File: src/rtl/fetch_unit_pkg.sv
// Shared types and constants for the instruction fetch stage.
// State encoding, opcode values and instruction/PC geometry.
package fetch_unit_pkg;

    localparam int          ILEN    = 16;
    localparam logic [15:0] PC_STEP = 16'd2;

    localparam logic [3:0]  OP_HLT  = 4'hF;
    localparam logic [3:0]  OP_B    = 4'hC;
    localparam logic [3:0]  OP_BR   = 4'hD;

    typedef enum logic [2:0] {
        IDLE,
        REQ,
        WAIT,
        DRAIN,
        HOLD,
        HALT
    } fstate_t;

endpackage

File: src/rtl/fetch_unit.sv
// Instruction fetch stage: PC, one-outstanding imem request,
// output buffer to decode, execute redirects and HLT stop.
module fetch_unit
    import fetch_unit_pkg::*;
#(
    parameter logic [15:0] RESET_PC = 16'h0000
) (
    input  logic            clk,
    input  logic            rst,
    output logic            imem_req_valid,
    input  logic            imem_req_ready,
    output logic [15:0]     imem_req_addr,
    input  logic            imem_rsp_valid,
    input  logic [ILEN-1:0] imem_rsp_data,
    output logic            inst_valid,
    input  logic            inst_ready,
    output logic [ILEN-1:0] inst_data,
    output logic [15:0]     inst_pc,
    output logic [15:0]     inst_pc_plus2,
    input  logic            redirect_valid,
    input  logic [15:0]     redirect_pc,
    output logic            halted
);

    localparam logic [15:0] PC_INIT = {RESET_PC[15:1], 1'b0};

    fstate_t     state;
    logic [15:0] pc;
    logic        req_fire;
    logic        is_hlt;

    assign req_fire       = (state == REQ) && imem_req_ready;
    assign is_hlt         = (inst_data[15:12] == OP_HLT);

    assign imem_req_valid = (state == REQ);
    assign imem_req_addr  = pc;
    assign inst_valid     = (state == HOLD);
    assign halted         = (state == HALT);

    // Fetch sequencer: redirect wins over every other event in a cycle.
    always_ff @(posedge clk or posedge rst) begin
        if (rst) begin
            state         <= IDLE;
            pc            <= PC_INIT;
            inst_data     <= '0;
            inst_pc       <= '0;
            inst_pc_plus2 <= '0;
        end else if (redirect_valid) begin
            pc <= {redirect_pc[15:1], 1'b0};
            unique case (state)
                REQ:     state <= req_fire ? DRAIN : REQ;
                WAIT:    state <= imem_rsp_valid ? REQ : DRAIN;
                DRAIN:   state <= DRAIN;
                default: state <= REQ;
            endcase
        end else begin
            unique case (state)
                IDLE: state <= REQ;
                REQ: begin
                    if (imem_req_ready) state <= WAIT;
                end
                WAIT: begin
                    if (imem_rsp_valid) begin
                        inst_data     <= imem_rsp_data;
                        inst_pc       <= pc;
                        inst_pc_plus2 <= pc + PC_STEP;
                        state         <= HOLD;
                    end
                end
                DRAIN: begin
                    if (imem_rsp_valid) state <= REQ;
                end
                HOLD: begin
                    if (inst_ready) begin
                        if (is_hlt) begin
                            state <= HALT;
                        end else begin
                            pc    <= pc + PC_STEP;
                            state <= REQ;
                        end
                    end
                end
                HALT:    state <= HALT;
                default: state <= IDLE;
            endcase
        end
    end

endmodule

File: config.mk
export PLATFORM = sky130hd
export DESIGN_NAME = fetch_unit
export DESIGN_NICKNAME = d
export VERILOG_FILES = /design/src/rtl/fetch_unit_pkg.sv /design/src/rtl/fetch_unit.sv
export SDC_FILE = /design/constraint.sdc
export NUM_CORES = 1
export LEC_CHECK = 0
export ABC_AREA = 1
export BUFFER_PORTS_ARGS = -buffer_cell sky130_fd_sc_hd__buf_2
export CAP_MARGIN = 20
export CORE_UTILIZATION = 40
export DETAILED_ROUTE_END_ITERATION = 7
export PLACE_DENSITY = 0.78
export SYNTH_ARGS = -nofsm -noshare
export SYNTH_HDL_FRONTEND = slang
export SYNTH_SLANG_ARGS = --single-unit
File: constraint.sdc
create_clock -name clk -period 2.55 [get_ports clk]
set_input_delay 0.255 -clock clk [delete_from_list [all_inputs] [get_ports clk]]
set_output_delay 0.255 -clock clk [all_outputs]
set_load 0.02 [all_outputs]
==> results of run 1 <==
==> layout by cell type (no fill, tap or decap), types with 3 or more instances in the layout <==
master,instances
clkbuf_8,12
o21ai_1,6
xor2_1,4
nand3_1,31
nand4_1,4
nand2_1,197
o21ai_0,8
a21boi_0,7
inv_1,25
inv_2,3
nor2_1,17
conb_1,3
clkinv_2,3
dfrtp_1,64
buf_2,100
==> routing by layer <==
metal / routed length (microns) / part of all wire [%]
met3: 508 / 6.8
met4: 95 / 1.3
met2: 3480 / 47
met5: 0 / 0
met1: 3380 / 45
==> final cells by class <==
type                    instances  area [sq um]  share of cell area, %
multi-input cells             286          1240                   32.7
flip-flops and latches         64          1600                   42.4
clock buffers                  13           169                   4.47
inverters                      28           105                   2.78
well taps                      99           124                   3.28
repair buffers                102           528                   14.0
clock inverters                 3          15.0                  0.397
==> sequential cells by signal, indices dropped and copies added, names as in the netlist <==
name	cells
inst_data	16
imem_req_addr	15
inst_pc	15
inst_pc_plus2	15
state	3
==> synth_stat cells, drive strengths merged <==
library cell  count  area, sq um
nand4             4         25.0
xor2              4         35.0
nor2             19         81.3
ha                1         12.5
clkbuf            2         7.51
nor3              1         16.3
o21a              1         7.51
nand3            31          155
conb              1         3.75
o21ai            14         70.1
a21boi            7         52.6
o21bai            1         7.51
o211ai            1         7.51
xnor2             1         8.76
buf              14         83.8
nand2           198          746
inv              28          105
dfrtp            64         1600
==> per-stage QoR <==
step	worst slack, ps	power, mW	hold WS [ps]	util [%]
finish	785	4.00	-2.39	51.8
detailed placement	612	3.23	380	49.3
global route	530	4.29	56.7	51.8
global placement	711	3.17	369	49.3
floorplan	697	2.65	372	-
CTS	771	4.04	9.73	51.8
==> worst max-delay path: cells and delay by family (launching register included) <==
kind | cells | cell delay [ps]
buf+inv | 2 | 780
compound gates | 1 | 110
flops | 1 | 430
simple gates | 4 | 340
==> worst min path at each step <==
| stage | start | to | slack [ps] | cells after the start |
|---|---|---|---|---|
| after floorplan | imem_rsp_data[0] | inst_data[0]$_DFFE_PP0P_ | 370 | 2 |
| after global placement | rst | inst_data[14]$_DFFE_PP0P_ | 370 | 2 |
| after detailed placement | rst | inst_data[14]$_DFFE_PP0P_ | 380 | 2 |
| after CTS | rst | inst_data[14]$_DFFE_PP0P_ | 10 | 2 |
| after global routing | rst | inst_data[14]$_DFFE_PP0P_ | 60 | 2 |
| final | rst | inst_data[14]$_DFFE_PP0P_ | -2 | 2 |
==> logic make-up after synthesis <==
logic type | synth area share (%)
AO/OA/AOI/OAI | 4.80
XOR/XNOR | 1.45
adder cells (fa/ha/maj) | 0.413
buffers and inverters | 6.49
flip-flops | 52.9
other | 0.124
AND/OR/NAND/NOR | 33.8
==> power breakdown <==
group,total [mW],switching (mW),internal (mW)
Clock,0.803,0.375,0.428
Sequential,1.64,0.247,1.39
Combinational,1.55,1.04,0.517
==> impl_metrics.py, run 1 <==
metrics = {
    "global_routing": {
        "grt_pass1_wl_mm": 11.9,
        "overflow": 0,
        "antenna_found_initial": 0,
        "busiest_layer": "met2",
        "grt.total_usage_pct": 19.9,
        "grt_pass1_vias": 2660,
        "met1_usage_pct": 25.0,
        "use_met3_pct": 6.65,
        "grt_use_met2_pct": 33.0,
        "grt_max_degree": 57,
    },
    "synth": {
        "syn_area_per_cell_sq_um": 7.72,
        "synth_area_sq_um": 3030,
        "synth_seq_cells": 64,
        "yosysSeqAreaShare_pct": 52.9,
        "ys_types": 25,
        "yosys_warnings": 0,
        "synthCells": 392,
    },
    "floorplanning": {
        "die_h_microns": 89.0,
        "core_area_sq_um": 7290,
        "initial_core_util_pct": 41.5,
        "std_cell_rows": 31,
        "dieArea_sq_um": 7920,
        "pin_count": 105,
        "fp.dieW_microns": 89.0,
    },
    "layout": {
        "instances_no_fill": 595,
        "final_cell_area_sq_um": 3780,
        "antenna_cells": 0,
        "drive_gt1_share_pct": 25.0,
        "fillCellCount": 740,
        "area_growth_pct": 24.8,
        "fin_nets": 530,
    },
    "timing": {
        "slew_violations": 0,
        "period_share_pct": 69.2,
        "setup_viol": 0,
        "rsz0062_at_grt": "false",
        "slew_headroom_pct": 39.9,
        "fin_skew_ps": 9.79,
        "worst_pin_slew_ps": 901,
        "hold_viol": 7,
        "period_needed_ps": 1760,
        "setup_tns_ps": 0,
        "hold_slack_ps": -2.39,
        "max_freq_mhz": 567,
    },
    "setup_path": {
        "setup.worst_path.start": "state[1]$_DFFE_PP0P_",
        "rr_worst_depth": 7,
        "critPathCaptureType": "register",
        "crit_slowest_cell": "inv_2",
        "cp_data_arrival_time_ps": 2020,
        "crit_end": "inst_pc[8]$_DFFE_PP0P_",
        "critPathKind": "reg -> reg",
        "path_cells": "inv_2 > nor2_4 > nand2_2 > nor3_4 > inv_2 > nand2_1 > o21ai_1",
        "crit_path_frequent_cell": "inv_2",
        "startpoint_type": "register",
        "worst_ep_required_time_ps": 2800,
        "crit_fanout": 56,
        "reg2reg_from": "state[1]$_DFFE_PP0P_",
        "cp_slowest_stage_delay_ps": 660,
        "worstReg2RegEnd": "inst_pc[8]$_DFFE_PP0P_",
        "r2r_setup_slack_ps": 790,
    },
    "place": {
        "postPlaceCellArea_sq_um": 3590,
        "gp_congestion": 0.835,
        "dpl.cell_count": 579,
        "hpwl_mm": 5.39,
        "port_buffers": 100,
    },
    "clock_tree": {
        "ctsHoldBuffers": 0,
        "cts_made_buffers": 9,
        "cts.path.max_buffers": 2,
        "clock_latency_ps": 340,
        "cts_tree": "done",
        "cts_resized": 0,
        "htree_levels": 3,
        "cts-root-buf": "clkbuf_8",
        "cts_sinks": 64,
        "postCtsSetupBuffers": 0,
        "clkTransAtPathRegs_ps": 70,
    },
    "min_path": {
        "hold_path_class": "in -> async",
    },
    "run_status": {
        "violations": "hold timing",
        "status": "finished, violations left",
    },
    "power_and_ir_drop": {
        "p_leak_nw": 2.18,
        "vdd_drop_max_mv": 0.319,
        "powerDensity_nw_per_um2": 1060,
    },
    "flow_run": {
        "cap_violations": 0,
    },
    "drt": {
        "postRouteAntennaNets": 0,
        "vias": 2803,
        "drt-pass1-iter-count": 4,
        "via_per_inst": 4.71,
        "post_drt_wl_per_cell_microns": 12.5,
        "wl_mm": 7.47,
        "drc": 0,
        "initialDrtViolationCount": 132,
    },
}
Note: power is estimated with default switching activity, not from simulation.
==> run 2: changes to the inputs <==
- clock period: 2.55 -> 1.85 ns (I/O delays scaled with it)
==> run 2 against run 1 <==
Effect of this change:
- the flow now finishes without violations
- via count grew 0.61%
- first-iteration DRC count shrank 11%
- clock skew decreased by 1.9 ps
- clock-buffer cell count fell by 1
- non-clock buffer count up 6
- die area unchanged
- cell area is 2.2% higher
- largest power group unchanged
==> impl_metrics.py, run 2 (synthesized netlist as in run 1, its figures left out) <==
metrics = {
    "power_and_ir_drop": {
        "vdd_drop_max_mv": 0.523,
        "p_clk_share_pct": 21.7,
        "switchingPower_mw": 2.27,
        "sequentialPowerShare_pct": 40.2,
        "powerDensity_nw_per_um2": 1460,
        "p_leak_nw": 2.22,
        "total_power_mw": 5.64,
        "p_comb_share_pct": 38.1,
        "switching_share_pct": 40.2,
        "cell_internal_pwr_mw": 3.37,
    },
    "setup_path": {
        "crit_fanout": 35,
        "cp_data_arrival_time_ps": 1820,
        "critPathKind": "reg -> reg",
        "startpoint_type": "register",
        "critPathCaptureType": "register",
        "worst_ep_required_time_ps": 2070,
    },
    "place": {
        "gp_congestion": 0.889,
        "port_buffers": 100,
        "place_ws_ps": 275,
        "postPlaceCellArea_sq_um": 3640,
        "hpwl_mm": 5.37,
        "dpl.cell_count": 584,
    },
    "clock_tree": {
        "cts_resized": 0,
        "cts-root-buf": "clkbuf_8",
        "htree_levels": 3,
        "cts.path.max_buffers": 2,
        "clock_latency_ps": 330,
        "postCtsSetupBuffers": 0,
        "cts_made_buffers": 9,
        "cts_tree": "done",
        "ctsHoldBuffers": 1,
        "clkTransAtPathRegs_ps": 70,
        "cts_sinks": 64,
    },
    "layout": {
        "fillCellCount": 736,
        "drive_gt1_share_pct": 25.7,
        "final_cell_mix": "197 x nand2_1, 100 x buf_2, 64 x dfrtp_1",
        "utilization_pct": 52.9,
        "antenna_cells": 0,
        "regMostFlops": "inst_data",
        "area_growth_pct": 27.5,
        "instances_no_fill": 600,
        "largest_reg_flops": 16,
        "fin_nets": 536,
        "final_common_cell": "nand2_1",
        "final_cell_area_sq_um": 3860,
    },
    "timing": {
        "slew_violations": 0,
        "setup_tns_ps": 0,
        "max_freq_mhz": 628,
        "fin_skew_ps": 7.85,
        "hold_slack_ps": 52.6,
        "period_needed_ps": 1590,
        "setup_viol": 0,
        "period_share_pct": 86.1,
        "rsz0062_at_grt": "false",
        "setup_slack_ps": 256,
        "hold_viol": 0,
    },
    "flow_run": {
        "cap_violations": 0,
    },
    "drt": {
        "postRouteAntennaNets": 0,
        "via_per_inst": 4.70,
        "drt-pass1-iter-count": 4,
        "vias": 2820,
        "post_drt_wl_per_cell_microns": 12.4,
        "drc": 0,
        "wl_mm": 7.44,
        "initialDrtViolationCount": 118,
    },
    "global_routing": {
        "grt_max_degree": 65,
        "grt.total_usage_pct": 19.7,
        "overflow": 0,
        "grt_pass1_wl_mm": 11.8,
        "grt_pass1_vias": 2613,
        "antenna_found_initial": 0,
    },
    "floorplanning": {
        "dieArea_sq_um": 7920,
        "fp.dieW_microns": 89.0,
        "initial_core_util_pct": 41.5,
        "pin_count": 105,
        "core_area_sq_um": 7290,
        "std_cell_rows": 31,
        "die_h_microns": 89.0,
    },
    "min_path": {
        "hold_path_class": "in -> reg",
    },
    "run_status": {
        "status": "finished clean",
    },
}
run 2: cell count changes in the layout (fill, tap and decap cells not counted):
cell and change:
buf_4 +4, buf_12 +1, bufinv_16 +1, clkbuf_1 -1, clkinv_2 -1, dlygate4sd3_1 +1
run 2: layout make-up:
cell class	count	area [sq um]	area share [%]
clock buffers	12	165	4.28
repair buffers	108	588	15.2
clock inverters	3	40.0	1.04
inverters	28	105	2.72
flip-flops and latches	64	1600	41.5
multi-input cells	286	1240	32.0
well taps	99	124	3.21
run 2: power by group through the flow:
| stage | Clock, mW | Combinational [mW] | Sequential, mW |
|---|---|---|---|
| global route | 1.33 | 2.39 | 2.33 |
| global placement | 0 | 2.12 | 2.27 |
| floorplan | 0 | 0.776 | 2.88 |
| finish | 1.23 | 2.15 | 2.27 |
| detailed placement | 0 | 2.17 | 2.29 |
| CTS | 1.26 | 2.18 | 2.26 |
run 2: metal layers:
metal / global-route usage, % / share of wire, %
met5: 0 / 0
met1: 26.6 / 47
met4: 8.08 / 1.3
met3: 3.79 / 5.7
met2: 31.2 / 46
run 2: worst paths after layout:
path                                                      to                      from  slack [ps]  depth (start not counted)
worst max-delay path                  inst_pc[1]$_DFFE_PP0P_      state[1]$_DFFE_PP0P_         260                          7
worst min-delay path               inst_data[12]$_DFFE_PP0P_         imem_rsp_data[12]          50                          3
worst max register to register        inst_pc[1]$_DFFE_PP0P_      state[1]$_DFFE_PP0P_         260                          7
worst min register to register      inst_data[8]$_DFFE_PP0P_  inst_data[8]$_DFFE_PP0P_         470                          2
max in group asynchronous       inst_pc_plus2[3]$_DFFE_PP0P_                       rst        1080                          4
min in group asynchronous          inst_data[11]$_DFFE_PP0P_                       rst         460                          4
run 2: critical path: stages, from the launching register on:
cell and delay [ps]:
dfrtp_1 430, inv_2 90, nor2_4 120, nand2_2 90, nor3_4 140, buf_4 360, nand2_1 130, o21a_1 120
==> run 3: changes to the inputs <==
- ABC_AREA: 1 -> not set
- BUFFER_PORTS_ARGS: -buffer_cell sky130_fd_sc_hd__buf_2 -> -buffer_cell sky130_fd_sc_hd__clkbuf_2
==> run 3 against run 2 <==
Effect of this change:
- clock-buffer cell count fell by 1
- combinational power fell by 13%
- routed wire length fell by 5.0%
- area after synthesis fell by 1.6%
- synthesized cell count fell by 30%
- sequential power fell by 7%
- critical path type unchanged
- non-clock buffer count rose by 20
- critical endpoint is now imem_req_addr[15]$_DFFE_PP0P_
- critical path depth fell by 2
- highest routed layer unchanged
- global-route usage fell by 0.16 points
- register-to-register slack got worse by 170 ps
==> impl_metrics.py, run 3 <==
metrics = {
    "layout": {
        "instances_no_fill": 499,
        "regMostFlops": "inst_data",
        "fin_nets": 434,
        "final_common_cell": "clkbuf_2",
        "drive_gt1_share_pct": 45.0,
        "area_growth_pct": 33.0,
        "largest_reg_flops": 16,
        "final_cell_mix": "100 x clkbuf_2, 62 x dfrtp_1, 36 x nand2_1",
        "antenna_cells": 0,
    },
    "synth": {
        "async_reset_ff_share_pct": 100,
        "ys.flop_type": "dfrtp_1",
        "syn_area_per_cell_sq_um": 10.8,
        "synth_seq_cells": 64,
        "synthCells": 275,
        "synth_compound_area_share_pct": 7.86,
        "synth_top_family_by_area": "simple AND/OR/NAND/NOR gates",
        "synthMuxAreaShare_pct": 12.0,
        "yosys_warnings": 0,
        "ys_types": 36,
        "synth_xor_area_share_pct": 5.88,
        "synth_area_sq_um": 2980,
        "synth_edf_count": 0,
        "post-synth-top-area-cell": "dfrtp_1",
        "yosysSeqAreaShare_pct": 53.8,
        "synth-adder-area-share_pct": 0.420,
        "ys_top_cells_by_count": "64 x dfrtp_1, 36 x nand2_1, 30 x mux2_2, 26 x o21ai_0",
        "synth_area_leaders": "dfrtp_1 54%, mux2_2 11%, nand2_1 4.5%, o21ai_0 4.4%, xor2_1 3.2%",
        "yosys.area_share.simple_pct": 15.9,
        "yosysMostFrequentCell": "dfrtp_1",
        "synth_top_area_share_pct": 53.8,
    },
    "clock_tree": {
        "cts-root-buf": "clkbuf_8",
        "cts.path.max_buffers": 2,
        "clock_latency_ps": 340,
        "htree_levels": 3,
        "cts_sinks": 64,
        "postCtsSetupBuffers": 0,
        "clkTransAtPathRegs_ps": 70,
        "cts_tree": "done",
        "cts_made_buffers": 9,
    },
    "setup_path": {
        "rr_worst_depth": 5,
        "cp_data_arrival_time_ps": 2030,
        "crit_fanout": 4,
        "worst_ep_required_time_ps": 2110,
        "critPathKind": "reg -> reg",
        "reg2reg_from": "imem_req_addr[1]$_DFFE_PP0P_",
        "startpoint_type": "register",
        "crit_end": "imem_req_addr[15]$_DFFE_PP0P_",
        "r2r_setup_slack_ps": 80,
        "worstReg2RegEnd": "imem_req_addr[15]$_DFFE_PP0P_",
        "setup.worst_path.start": "imem_req_addr[1]$_DFFE_PP0P_",
        "critPathCaptureType": "register",
    },
    "global_routing": {
        "grt.total_usage_pct": 19.5,
        "grt_pass1_vias": 2362,
        "antenna_found_initial": 0,
        "grt_pass1_wl_mm": 11.4,
        "overflow": 0,
        "grt_max_degree": 40,
    },
    "drt": {
        "initialDrtViolationCount": 120,
        "postRouteAntennaNets": 0,
        "post_drt_wl_per_cell_microns": 14.2,
        "drc": 0,
        "drt-pass1-iter-count": 4,
        "via_per_inst": 5.03,
        "wl_mm": 7.07,
        "vias": 2510,
    },
    "floorplanning": {
        "initial_core_util_pct": 41.3,
        "die_h_microns": 88.3,
        "core_area_sq_um": 7210,
        "fp.dieW_microns": 88.3,
        "std_cell_rows": 31,
        "pin_count": 105,
        "dieArea_sq_um": 7790,
    },
    "timing": {
        "setup_viol": 0,
        "max_freq_mhz": 566,
        "worst_pin_slew_ps": 580,
        "slew_headroom_pct": 61.2,
        "period_share_pct": 95.5,
        "setup_slack_ps": 83.8,
        "fin_skew_ps": 5.78,
        "period_needed_ps": 1770,
        "hold_viol": 0,
        "slew_violations": 0,
        "rsz0062_at_grt": "false",
        "setup_tns_ps": 0,
        "hold_slack_ps": 60.7,
    },
    "power_and_ir_drop": {
        "p_leak_nw": 1.93,
        "powerDensity_nw_per_um2": 1310,
        "total_power_mw": 5.18,
        "vdd_drop_max_mv": 0.562,
    },
    "run_status": {
        "status": "finished clean",
    },
    "place": {
        "gp_congestion": 0.858,
        "place_ws_ps": 99.4,
        "hpwl_mm": 5.27,
        "dpl.cell_count": 482,
        "port_buffers": 100,
    },
    "flow_run": {
        "cap_violations": 0,
    },
    "min_path": {
        "hold_path_class": "in -> reg",
    },
}
-- run 3: cell types whose count changed after synthesis, moves of 9 or more --
cell / change
clkbuf_1: +9
mux2_2: +30
o21ai_0: +18
nand3_1: -22
inv_1: -21
nand2_1: -161
-- run 3: cells by family (layout without fill, tap and decap cells) --
group	Yosys count	count (layout)
and+or+nand+nor	90	90
DFF	64	64
AOI/OAI and AO/OA	41	41
muxes	32	32
buffers and inverters	26	149
xor gates and xnor gates	20	20
adders and majority gates	1	1
other	1	3
-- run 3: final cells by class --
| class | instances | area (sq um) |
|---|---|---|
| well taps | 99 | 124 |
| multi-input cells | 187 | 1290 |
| flip-flops and latches | 64 | 1600 |
| clock inverters | 5 | 56.3 |
| inverters | 5 | 22.5 |
| fillers | 673 | 3250 |
| repair buffers | 128 | 726 |
| clock buffers | 11 | 141 |
-- run 3: what timing repair did --
item | CTS | global route
endpoints found under the hold margin | 24 | 0
endpoints found under the setup margin | 0 | 1
resized for setup | 0 | 1
hold buffers | 1 | 0
-- run 3: worst min path at each step --
stage                           startpoint                            end  depth (start not counted)
after floorplan             redirect_pc[1]   imem_req_addr[1]$_DFFE_PP0P_                          2
after detailed placement               rst  inst_pc_plus2[14]$_DFFE_PP0P_                          2
after global placement                 rst  inst_pc_plus2[14]$_DFFE_PP0P_                          2
after CTS                   redirect_pc[5]   imem_req_addr[5]$_DFFE_PP0P_                          3
final                       redirect_pc[7]   imem_req_addr[7]$_DFFE_PP0P_                          3
after global routing      imem_rsp_data[5]       inst_data[5]$_DFFE_PP0P_                          2
-- run 3: per-layer routing --
layer  track usage [%]  wire length [microns]  up-vias
met5                 0                      0        -
met4              7.33                    123        0
li1                  -                      -     1201
met3              5.13                    454       11
met1              26.1                   3140     1208
met2              30.5                   3350       90
-- run 3: report_power, final --
group | switching, mW | leakage [nW] | internal, mW
Clock | 0.543 | 0.0993 | 0.657
Combinational | 1.13 | 1.03 | 0.735
Sequential | 0.258 | 0.801 | 1.86
-- run 3: worst max-delay path, cell delays in order, from the launching register on --
cell	delay [ps]
dfrtp_2	390
ha_4	150
nand3_1	100
or3_4	380
or4_1	510
a31oi_1	170
-- run 3: through the flow --
step / util [%] / area (sq um)
floorplan: - / 3010
detailed placement: 51.9 / 3750
global route: 54.9 / 3960
finish: 54.9 / 3960
CTS: 54.8 / 3960
global placement: 51.9 / 3750
